==> src/rtl/run_detect_mealy.sv <==
// Run detector: flags a run of RUN_LEN identical valid bits with a Mealy output,
// tracks the current run length and keeps a saturating count of detect cycles.
module run_detect_mealy #(
    parameter int unsigned RUN_LEN = 3,
    parameter int unsigned HIT_W   = 8
) (
    input  logic             clk,
    input  logic             rst,
    input  logic             x,
    input  logic             x_valid,
    input  logic [1:0]       mode,
    input  logic             hit_clr,
    output logic             y,
    output logic             y_pol,
    output logic [7:0]       run_len,
    output logic [HIT_W-1:0] hit_cnt
);

    // run_len saturates at RUN_LEN; a match with run_len >= RUN_LEN-1 completes a run
    localparam logic [7:0]       RunMax = 8'(RUN_LEN);
    localparam logic [7:0]       RunThr = 8'(RUN_LEN - 1);
    localparam logic [7:0]       RunOne = 8'd1;
    localparam logic [HIT_W-1:0] HitMax = {HIT_W{1'b1}};
    localparam logic [HIT_W-1:0] HitOne = HIT_W'(1);

    typedef enum logic [1:0] {
        S_IDLE = 2'd0,
        S_ONE  = 2'd1,
        S_ZERO = 2'd2
    } state_e;

    state_e           state_q, state_d;
    logic [7:0]       run_len_q, run_len_d;
    logic [HIT_W-1:0] hit_cnt_q, hit_cnt_d;

    logic same_bit;
    logic pol_en;
    logic run_long;
    logic run_inc_sat;

    // Detect condition: valid bit continuing the current run, long enough, polarity enabled
    always_comb begin
        same_bit = ((state_q == S_ONE) && x) || ((state_q == S_ZERO) && !x);
        // mode[0] enables runs of ones, mode[1] enables runs of zeros
        pol_en   = x ? mode[0] : mode[1];
        run_long = (run_len_q >= RunThr);
        // Reset masks the flag so nothing leaks out while the state is being cleared
        y        = !rst && x_valid && same_bit && run_long && pol_en;
        y_pol    = y && x;
    end

    // Next-state and run length; tracking is independent of mode
    always_comb begin
        state_d     = state_q;
        run_len_d   = run_len_q;
        run_inc_sat = (run_len_q >= RunMax);
        if (x_valid) begin
            case (state_q)
                S_IDLE: begin
                    state_d   = x ? S_ONE : S_ZERO;
                    run_len_d = RunOne;
                end
                S_ONE: begin
                    if (x) begin
                        run_len_d = run_inc_sat ? RunMax : run_len_q + RunOne;
                    end else begin
                        state_d   = S_ZERO;
                        run_len_d = RunOne;
                    end
                end
                S_ZERO: begin
                    if (!x) begin
                        run_len_d = run_inc_sat ? RunMax : run_len_q + RunOne;
                    end else begin
                        state_d   = S_ONE;
                        run_len_d = RunOne;
                    end
                end
                default: begin
                    // Unused encoding: restart as if from idle
                    state_d   = x ? S_ONE : S_ZERO;
                    run_len_d = RunOne;
                end
            endcase
        end
    end

    // Saturating detect counter; clear wins over a simultaneous increment
    always_comb begin
        hit_cnt_d = hit_cnt_q;
        if (hit_clr) begin
            hit_cnt_d = '0;
        end else if (y && (hit_cnt_q != HitMax)) begin
            hit_cnt_d = hit_cnt_q + HitOne;
        end
    end

    // State registers with synchronous reset overriding all other inputs
    always_ff @(posedge clk) begin
        if (rst) begin
            state_q   <= S_IDLE;
            run_len_q <= '0;
            hit_cnt_q <= '0;
        end else begin
            state_q   <= state_d;
            run_len_q <= run_len_d;
            hit_cnt_q <= hit_cnt_d;
        end
    end

    assign run_len = run_len_q;
    assign hit_cnt = hit_cnt_q;

endmodule

==> config.mk <==
export PLATFORM = sky130hd
export DESIGN_NAME = run_detect_mealy
export DESIGN_NICKNAME = d
export VERILOG_FILES = /design/src/rtl/run_detect_mealy.sv
export SDC_FILE = /design/constraint.sdc
export NUM_CORES = 1
export LEC_CHECK = 0
export ABC_CLOCK_PERIOD_IN_PS = 3250
export BUFFER_PORTS_ARGS = -buffer_cell sky130_fd_sc_hd__buf_2
export CAP_MARGIN = 20
export CORE_AREA = 4 4 56 58
export CTS_CLUSTER_DIAMETER = 150
export CTS_CLUSTER_SIZE = 16
export DETAILED_ROUTE_END_ITERATION = 7
export DIE_AREA = 0 0 60 62
export SLEW_MARGIN = 20
export SYNTH_ARGS = -nofsm -noshare
export SYNTH_HDL_FRONTEND = slang
export SYNTH_SLANG_ARGS = --single-unit
export TNS_END_PERCENT = 20
==> constraint.sdc <==
create_clock -name clk -period 3.25 [get_ports clk]
set_input_delay 0.65 -clock clk [delete_from_list [all_inputs] [get_ports clk]]
set_output_delay 0.65 -clock clk [all_outputs]
set_load 0.01 [all_outputs]
Word-level counts from Yosys, hierarchy flattened
Cells that the tools add are included.
{"block": "op_classes", "n_reduce_logical": 13, "muxes": 9, "n_eq_ne": 5, "n_addsub": 2, "magnitude_cmp": 2}
{"op": "2-to-1 mux 8 bit", "n": 3}
{"op": "adder 8 x 1 -> 8 bit (second input constant)", "n": 2}
{"op": "greater-or-equal comparator 8 x 2 -> 1 bit (second input constant)", "n": 2}
{"op": "one-hot mux 8 bit (2 select lines)", "n": 1}
{"op": "logical AND 1 bit", "n": 8}
{"op": "!= test 8 bit (second input constant)", "n": 1}
{"op": "2-to-1 mux 2 bit", "n": 3}
{"op": "!= test 2 bit (second input constant)", "n": 2}
{"op": "one-hot mux 2 bit (2 select lines)", "n": 1}
{"op": "AND reduction 3 bit", "n": 1}
{"op": "== test 2 x 1 -> 1 bit (second input constant)", "n": 1}
{"op": "== test 2 bit (second input constant)", "n": 1}
{"op": "logical NOT 1 bit", "n": 2}
{"op": "OR reduction 2 bit", "n": 1}
{"op": "logical OR 1 bit", "n": 1}
{"op": "2-to-1 mux 1 bit", "n": 1}
{"block": "totals", "output_inout_bits": 18, "reg_bits": 18}

Longest topological paths before layout
Gate-level depths: netlist (run 1).
{"block": "depth", "word_depth": 7, "ltp_mapped": 9}

Least setup slack after synthesis (run 1)
No wires, ideal clock.
{"block": "synth_timing", "kind": "input -> output", "startpoint": "in x", "endpoint": "out y", "t_arrival_ns": 1.627, "n_path_buf": 2, "setup_slack_ns": 0.973, "path_stages": 6, "cell_sequence": "buf_4 mux2_1 nand3b_1 or3_1 buf_4 inv_2"}
{"block": "synth_between", "elab_chain_len": 6, "elab_cells_between_ends": 8, "cone_classes": "mux (1); reduce/logical (7)"}
{"item": "start: declaration", "line": "9", "text": "input logic x,"}
{"item": "logical NOT 1 bit"}
{"item": "logical AND 1 bit", "line": "43", "text": "same_bit = ((state_q == S_ONE) && x) || ((state_q == S_ZERO) && !x);"}
{"item": "logical OR 1 bit", "line": "43"}
{"item": "logical AND 1 bit (2 in a row)", "line": "48", "text": "y = !rst && x_valid && same_bit && run_long && pol_en;"}
{"item": "logical AND 1 bit *", "line": "48"}
{"item": "end: declaration", "line": "13", "text": "output logic y,"}
Every way passes the cells marked *; elsewhere a longest branch is shown, timed or not.

Worst setup path after layout (run 1)
{"block": "layout_timing", "startpoint": "reg run_len_q[0], in the netlist run_len[0]", "endpoint": "out y"}
{"block": "layout_between", "elab_chain_len": 3}
{"item": "start: declaration", "line": "33", "text": "logic [7:0] run_len_q, run_len_d;"}
{"item": "start signal: assignment", "line": "106", "text": "run_len_q <= run_len_d;"}
{"item": "greater-or-equal comparator 8 x 2 -> 1 bit", "line": "46", "text": "run_long = (run_len_q >= RunThr);"}
{"item": "logical AND 1 bit (2 in a row)", "line": "48"}
No other way between the ends.

==> impl_results.md, run 1 <==
- Post-Synthesis Cells: around 120
- Crit Path Max Fanout: 11
- Most instantiated cells after synthesis: 18 x dfxtp_1, 13 x nor2_1, 12 x nand2_1
- Die Y: approximately 62 um
- Largest stage delay, worst path: between 0.4 and 0.5 ns
- Synthesized Nets: roughly 130
- Drt initial violations: 22
- Peak supply drop: around 0.00016 V
- Antenna violations before repair: 0
- PwrDens: around 360 nW/um2
- CP max-delay cell: dfxtp_1
- CTS sink cnt: 18
- Worst Reg-to-Reg Cells: 8
- HPWL Detailed: approximately 1.7 mm
- Synth cell types: 36
- Final wirelength: around 2.2 mm
- Relative slew slack: 64.6%
- Hold EP: state_q[0]$_SDFFE_PP0P_
- Crit Path Class: flop to output port
- Hold Crit Start: state_q[0]$_SDFFE_PP0P_
- Pin count of the biggest net entering global routing: 14
- Fin Hold WS: about 0.48 ns
- Final setup margin: around 0.48 ns
- Setup Skew: approximately 0.0059 ns
- Leakage power figure: ~0.49 nW
- Reg-to-reg critical path startpoint: run_len[0]$_SDFFE_PP0P_
- Crit start category: flop
- Wirelength per Cell: ~13 um
- Max Clock Freq: roughly 0.36 GHz
- CP Data Required Time: roughly 2.6 ns
- Status: finished, final reports clean
- Root buffer cell: clkbuf_4
- Gpl congestion: between 0.9 and 1
- Post-CTS setup repair buffer count: 0
- Via count: 922
- DP Worst Slack: 0.748 ns
- Hold Path Stages: 2
- Fin crit period: roughly 2.8 ns
- Port Buffer Count: 24
- Most numerous cell in the Yosys netlist: dfxtp_1
- Synth-to-Final Area Change: 17.9%
- Die area: 3720 um2
- Setup violators final: 0
- Most frequently used flop master after synthesis: dfxtp_1
- Biggest area consumer among synthesized cells: dfxtp_1
- Antenna cells: 0
- Reg2reg end: hit_cnt[2]$_SDFFE_PP0P_
- CTS tree: done
- EDFF count, synth: 0
- Number of global-route vias before repair: about 840
- I/O Pins: 25
- Number of max-cap violations: 0
- Top cells by area, synth: dfxtp_1 37%, ha_1 6.5%, nor2_1 5.1%
- RSZ-0062 raised after global routing: no
- Routed Antenna Nets: 0
- Ratio of cells with drive above 1 in the final layout: approximately 22%
- DRC: 0
- First-pass GRT wire length: between 3 and 4 mm
- Syn Area/Cell: 8.32 um2
- Final Power: a little over 0.4 mW
- Fin crit share: between 80% and 90%
- Core ar.: approximately 2700 um2
- Via-per-instance ratio: 5.39
- CTS clk-pin slew, worst paths: approximately 0.11 ns
- Starting Density: 36.2%
- Register area share after synthesis: 37.4%
- FILL cells: 286
- Gr usage total: about an eighth
- Die X-Extent: roughly 60 um
- Setup TNS: 0 ns
- YS warnings: 0
- Synth async-reset ratio: 0%
- # hold bufs at CTS: 0
- Final Hold Viols: 0
- Cell Area, Placed: between 1000 and 1500 um2
- Critical path endpoint category: output port
- Post-CTS sizing: 0
- Yosys reg bits: 18
- Clock buffer depth: 2
- Post-route cell area: between 1000 and 1500 um2
- Cell area after synthesis: between 900 and 1000 um2
- Reg2Reg Setup Slack: approximately 1.1 ns
- H-Tree Depth: 1
- TritonCTS Buffers: 3
- Share of the synthesized area in the top cell type: between 30% and 40%
- Final net count: around 150
- HP Class: flop to flop
- DR pass1 iterations: 4
- Global route overflow: 0
- Slew of the pin with the lowest slew margin: around 0.53 ns
- Clock latency on the worst-skew pair: between 0.2 and 0.3 ns
- Crit path cell chain: inv_1, ha_1, or4_1, nor2_1, or3_1, inv_2, buf_2
- Rows: 19
- Worst EP arrival: 2.12 ns
- Slew Limit Fails: 0
[cell usage in the layout, fill, tap and decap left out, types with 2 or more instances in the layout]
cell and count:
a21o_1 2, a21oi_1 8, a31oi_1 2, and3_1 2, buf_2 24, clkbuf_4 3
dfxtp_1 18, ha_1 5, inv_1 5, mux2i_1 3, nand2_1 12, nand3_1 3
nand4_1 5, nor2_1 13, nor3_1 3, nor3b_1 2, o2111ai_1 2, o21ai_0 2
o31ai_1 2, or3_1 4, or4_1 3, xor2_1 2
[layout make-up]
type	count	area (um2)	area share [%]
clock buffers	4	36.3	3.19
inverters	6	22.5	1.98
multi-input cells	88	559	49.2
flip-flops and latches	18	360	31.7
well taps	31	38.8	3.41
repair buffers	24	120	10.6
[how the worst max path moves through the flow]
| stage | depth (start not counted) | startpoint | end | slack, ns |
|---|---|---|---|---|
| 2_1_floorplan | 6 | x | y | 0.97 |
| 3_3_place_gp | 6 | x | y | 0.78 |
| 3_5_place_dp | 6 | x | y | 0.75 |
| 4_1_cts | 7 | run_len[0]$_SDFFE_PP0P_ | y | 0.46 |
| 5_1_grt | 7 | run_len[0]$_SDFFE_PP0P_ | y | 0.31 |
| 6_report | 7 | run_len[0]$_SDFFE_PP0P_ | y | 0.48 |
[worst max-delay path: cells and delay by family (launching register included)]
kind                       cells  cell delay, ns
buffers and inverters          3            0.34
adders and majority gates      1            0.18
and+or+nand+nor                3            0.86
DFF                            1            0.45
[state kept, by name (all words and copies together) (netlist names)]
name,cells
hit_cnt,8
state_q,2
run_len,8
[per-layer routing]
layer	vias up	track usage, %	share of wire [%]
met5	-	0	0
met4	0	6.65	1.1
met3	2	2.48	4.1
met2	19	21.0	46
met1	429	15.3	48
li1	472	-	-
[cells by family (layout without fill, tap and decap cells)]
logic type / after synthesis / in the layout / share of synthesized area (%)
multiplexers: 4 / 4 / 4.28
AO/OA/AOI/OAI: 21 / 21 / 13.7
buffers and inverters: 10 / 34 / 4.67
flip-flops: 18 / 18 / 37.4
adder cells (fa/ha/maj): 5 / 5 / 6.49
XOR/XNOR: 3 / 3 / 2.72
AND/OR/NAND/NOR: 55 / 55 / 30.7
[stage by stage]
step | instances | util [%]
floorplan | 116 | -
global placement | 167 | 41.4
detailed placement | 167 | 41.4
CTS | 171 | 42.7
global route | 171 | 42.7
finish | 171 | 42.7
[report_power, final]
part           total (mW)  switching (mW)  internal (mW)
combinational      0.0370          0.0221         0.0149
clock               0.141          0.0732         0.0682
sequential          0.227         0.00337          0.224
No activity file was read; power rests on OpenSTA's default activity.
==> inputs of run 2 (changes only) <==
Settings changed: CELL_PAD_IN_SITES_DETAIL_PLACEMENT from default to 1, CELL_PAD_IN_SITES_GLOBAL_PLACEMENT from default to 2, CORE_AREA 4 4 56 58 to 4 4 61 63, DIE_AREA 0 0 60 62 to 0 0 65 67, PLACE_DENSITY_LB_ADDON from default to 0.1, SLEW_MARGIN 20 to default.
==> run 2 against run 1 <==
Against the previous run: via count up 1.8%; clock skew fell by 0.0024 ns; critical path depth unchanged; sequential power barely moved; final cell count is 8.8% higher; setup slack worse by 0.014 ns; combinational power about the same; clock power about the same; count of clock-buffer cells in the layout unchanged; die area increased by 17%; routed wire length increased by 13%; highest routed layer unchanged.
==> impl_results.md, run 2 (synthesized netlist as in run 1, its figures left out) <==
- Worst EP arrival: 2.14 ns
- Crit Path Class: flop to output port
- Reg2Reg Setup Slack: between 1 and 1.5 ns
- Clock latency on the worst-skew pair: a little under 0.3 ns
- Met3 routed WL: 97 um
- Post-CTS sizing: 0
- Post-CTS setup repair buffer count: 0
- Routed Antenna Nets: 0
- Setup TNS: 0 ns
- Wirelength per Cell: 13.3 um
- PwrDens: about 350 nW/um2
- I/O Pins: 25
- Synth-to-Final Area Change: 19.8%
- CTS sink cnt: 18
- Critical path origin: run_len[0]$_SDFFE_PP0P_
- Relative slew slack: between 60% and 70%
- Max Clock Freq: 0.359 GHz
- Slew Limit Fails: 0
- Fin crit period: between 2 and 3 ns
- Slew of the pin with the lowest slew margin: around 0.52 ns
- Peak supply drop: 0.000135 V
- Met1 WL: approximately 1.3 mm
- Drt initial violations: 22
- Via count: 939
- Hold EP: state_q[0]$_SDFFE_PP0P_
- Post-route insts no fill: around 190
- Die Y: approximately 67 um
- Pin count of the biggest net entering global routing: 14
- First-pass GRT wire length: between 4 and 5 mm
- HPWL Detailed: roughly 1.9 mm
- Via-per-instance ratio: approximately 5.0
- RSZ-0062 raised after global routing: no
- DP Worst Slack: 0.719 ns
- Dpl cells: 182
- Number of max-cap violations: 0
- Root buffer cell: clkbuf_4
- Setup Skew: 0.00350 ns
- Final net count: about 150
- Leakage power figure: 0.492 nW
- DRC: 0
- Core ar.: about 3200 um2
- Ratio of cells with drive above 1 in the final layout: between 20% and 30%
- Hold Path Stages: 2
- Gpl congestion: 0.760
- Global route overflow: 0
- Final setup margin: approximately 0.46 ns
- Gr usage total: about an eighth
- CTS tree: done
- Status: finished, final reports clean
- Reg-to-reg critical path startpoint: run_len[0]$_SDFFE_PP0P_
- Antenna cells: 0
- Hold Crit Start: state_q[0]$_SDFFE_PP0P_
- WL met2: approximately 1.1 mm
- HP Class: flop to flop
- Crit Path Max Fanout: 11
- Number of global-route vias before repair: between 800 and 900
- Die area: roughly 4400 um2
- Worst Reg-to-Reg Cells: 8
- Starting Density: roughly 30%
- DR top layer: met4
- Rows: 21
- CTS clk-pin slew, worst paths: approximately 0.11 ns
- Most common cell after layout, fill and taps aside: buf_2
- Crit start category: flop
- Final wirelength: roughly 2.5 mm
- CP Data Required Time: 2.60 ns
- # hold bufs at CTS: 0
- Reg2reg end: hit_cnt[2]$_SDFFE_PP0P_
- Most frequent cells in the layout: 24 x buf_2, 18 x dfxtp_1, 13 x nor2_1
- Final Hold Viols: 0
- Die X-Extent: about 65 um
- TritonCTS Buffers: 3
- Final Power: just over 0.4 mW
- Port Buffer Count: 24
- Fin crit share: between 80% and 90%
- DR pass1 iterations: 4
- H-Tree Depth: 1
- Setup violators final: 0
- Antenna violations before repair: 0
- Critical path endpoint category: output port
- Clock buffer depth: 2
run 2: how the worst max path moves through the flow:
stage / end / slack [ns] / cells after the start
floorplan: y / 0.97 / 6
global placement: y / 0.74 / 6
detailed placement: y / 0.72 / 6
CTS: y / 0.41 / 7
global route: y / 0.25 / 7
finish: y / 0.46 / 7
run 2: final cells by class:
cell class	instances	area (um2)
fillers	412	2080
multi-input cells	88	559
flip-flops and latches	18	360
repair buffers	24	120
well taps	46	57.6
clock buffers	4	36.3
inverters	6	22.5
run 2: through the flow:
stage	hold slack (ns)	area, um2	util (%)
finish	0.483	1160	35.8
global route	0.526	1160	35.8
CTS	0.490	1160	35.8
detailed placement	0.471	1120	34.6
global placement	0.464	1120	34.6
floorplan	0.449	965	-
run 2: worst max-delay path, stage by stage, from the launching register on:
cell and delay [ns]:
dfxtp_1 0.45, inv_1 0.07, ha_1 0.19, or4_1 0.39
nor2_1 0.13, or3_1 0.34, inv_2 0.11, buf_2 0.16
run 2: layer usage:
| layer | GRT usage [%] | vias to the layer above |
|---|---|---|
| met3 | 2.87 | 2 |
| li1 | - | 471 |
| met5 | 0 | - |
| met1 | 17.0 | 450 |
| met4 | 3.96 | 0 |
| met2 | 18.6 | 16 |
run 2: report_power, final:
group | total, mW | leakage, nW | internal (mW) | switching (mW)
Sequential | 0.227 | 0.146 | 0.224 | 0.00335
Clock | 0.141 | 0.0210 | 0.0682 | 0.0728
Combinational | 0.0367 | 0.325 | 0.0148 | 0.0219
Total | 0.405 | 0.492 | 0.307 | 0.0981
==> inputs of run 3 (changes only) <==
Settings changed: PLACE_DENSITY from default to 0.85, PLACE_DENSITY_LB_ADDON 0.1 to default.
==> run 3 against run 2 <==
Against the previous run: die area unchanged; via count fell by 1.5%; clock power hardly changed; combinational power about the same.
==> impl_results.md, run 3 (synthesized netlist as in run 1, its figures left out) <==
- Status: finished, final reports clean
- Most frequent cells in the layout: 24 x buf_2, 18 x dfxtp_1, 13 x nor2_1
- Synth-to-Final Area Change: 19.8%
- Die area: 4360 um2
- Root buffer cell: clkbuf_4
- Buf+Inv Stages, Crit Path: 3
- First-pass GRT wire length: ~4.2 mm
- CTS sink cnt: 18
- Cell Area, Placed: 1120 um2
- Reg2Reg Setup Slack: 1.12 ns
- Top Usage Layer GRT: met2
- Leakage power figure: 0.492 nW
- Final wirelength: approximately 2.4 mm
- Hold Path Stages: 2
- Reg2reg end: hit_cnt[2]$_SDFFE_PP0P_
- Most common cell after layout, fill and taps aside: buf_2
- Storage cell area: 360 um2
- Post-CTS sizing: 0
- PwrDens: around 350 nW/um2
- Pin count of the biggest net entering global routing: 14
- Grt met1 use: approximately 16%
- Antenna violations before repair: 0
- Reg-to-reg critical path startpoint: run_len[0]$_SDFFE_PP0P_
- GR Util met2: between 20% and 30%
- Clock buffer depth: 2
- Number of global-route vias before repair: between 900 and 1000
- Final net count: around 150
- CP Data Required Time: ~2.6 ns
- Gpl congestion: roughly 0.76
- Number of max-cap violations: 0
- CP max-delay cell: dfxtp_1
- DRC: 0
- Ratio of cells with drive above 1 in the final layout: ~22%
- DR pass1 iterations: 4
- Post-CTS setup repair buffer count: 0
- CTS tree: done
- Via-per-instance ratio: just under 5
- Setup violators final: 0
- Slew of the pin with the lowest slew margin: approximately 0.51 ns
- Routed Antenna Nets: 0
- # hold bufs at CTS: 0
- Core ar.: ~3200 um2
- Via count: ~930
- Wirelength per Cell: roughly 13 um
- Antenna cells: 0
- Critical path endpoint category: output port
- Peak supply drop: 0.000105 V
- Crit Path Max Fanout: 11
- Gr usage total: between 10% and 20%
- Fin crit share: a little under nine tenths
- Die Y: 67 um
- Setup Skew: 0.00370 ns
- HPWL Detailed: around 1.9 mm
- Die X-Extent: between 60 and 70 um
- CP endpoint: y
- H-Tree Depth: 1
- Port Buffer Count: 24
- CTS clk-pin slew, worst paths: between 0.1 and 0.15 ns
- Crit start category: flop
- Fin crit period: around 2.8 ns
- RSZ-0062 raised after global routing: no
- Global route overflow: 0
- HP Class: flop to flop
- Setup TNS: 0 ns
- Max Clock Freq: between 0.3 and 0.4 GHz
- Crit path depth: 7
- Relative slew slack: about two thirds
- Final Hold Viols: 0
- Met3 Usage GRT: between 2 and 2.5%
- Top delay family on crit path: simple AND/OR/NAND/NOR gates
- Drt initial violations: 17
- Crit path cell chain: inv_1, ha_1, or4_1, nor2_1, or3_1, inv_2, buf_2
- Slew Limit Fails: 0
- Final Power: just over 0.4 mW
- Largest stage delay, worst path: approximately 0.43 ns
- FILL cells: between 400 and 500
- Rows: 21
- Multi-input combinational cell area: roughly 560 um2
- Crit Path Class: flop to output port
- Worst EP arrival: roughly 2.1 ns
- Worst Reg-to-Reg Cells: 8
- Clock latency on the worst-skew pair: approximately 0.30 ns
- Critical path origin: run_len[0]$_SDFFE_PP0P_
- I/O Pins: 25
- Post-route cell area: around 1200 um2
- Starting Density: about 30%
- TritonCTS Buffers: 3
[run 3: cell counts in the layout (fill, tap and decap cells not counted)]
No cell type changed its count.
[run 3: layout make-up]
cell class	instances	area share, %
Multi-Input combinational cell	88	48.4
Sequential cell	18	31.2
Inverter	6	1.95
Clock buffer	4	3.14
Timing Repair Buffer	24	10.4
Tap cell	46	4.98
[run 3: routing by layer]
metal | part of all wire, % | vias to the layer above
met2 | 48 | 11
met4 | 2.0 | 0
met1 | 48 | 433
met3 | 2.5 | 5
li1 | - | 476
met5 | 0 | -
[run 3: tightest hold or removal path: stages, from the launching register on]
cell	delay, ns
dfxtp_1	0.34
nand2_1	0.06
a21oi_1	0.05
[run 3: metrics by stage]
stage               instances  setup slack [ns]  utilization (%)  hold slack [ns]
floorplan                 116             0.973                -            0.449
global placement          182             0.756             34.6            0.461
global route              186             0.258             35.8            0.518
finish                    186             0.457             35.8            0.479
detailed placement        182             0.727             34.6            0.471
CTS                       186             0.428             35.8            0.486
[run 3: worst min path at each step]
stage | startpoint | endpoint | slack [ns]
detailed placement | state_q[0]$_SDFFE_PP0P_ | state_q[0]$_SDFFE_PP0P_ | 0.47
global placement | state_q[0]$_SDFFE_PP0P_ | state_q[0]$_SDFFE_PP0P_ | 0.46
finish | state_q[0]$_SDFFE_PP0P_ | state_q[0]$_SDFFE_PP0P_ | 0.48
global route | state_q[0]$_SDFFE_PP0P_ | state_q[0]$_SDFFE_PP0P_ | 0.52
CTS | state_q[0]$_SDFFE_PP0P_ | state_q[0]$_SDFFE_PP0P_ | 0.49
floorplan | state_q[1]$_SDFFE_PP0P_ | state_q[1]$_SDFFE_PP0P_ | 0.45
[run 3: where the power goes]
| part | switching, mW | internal (mW) | total, mW | leakage, nW |
|---|---|---|---|---|
| sequential | 0.00317 | 0.224 | 0.227 | 0.146 |
| clock | 0.0734 | 0.0683 | 0.142 | 0.0210 |
| combinational | 0.0220 | 0.0148 | 0.0368 | 0.325 |
| total | 0.0985 | 0.307 | 0.405 | 0.492 |
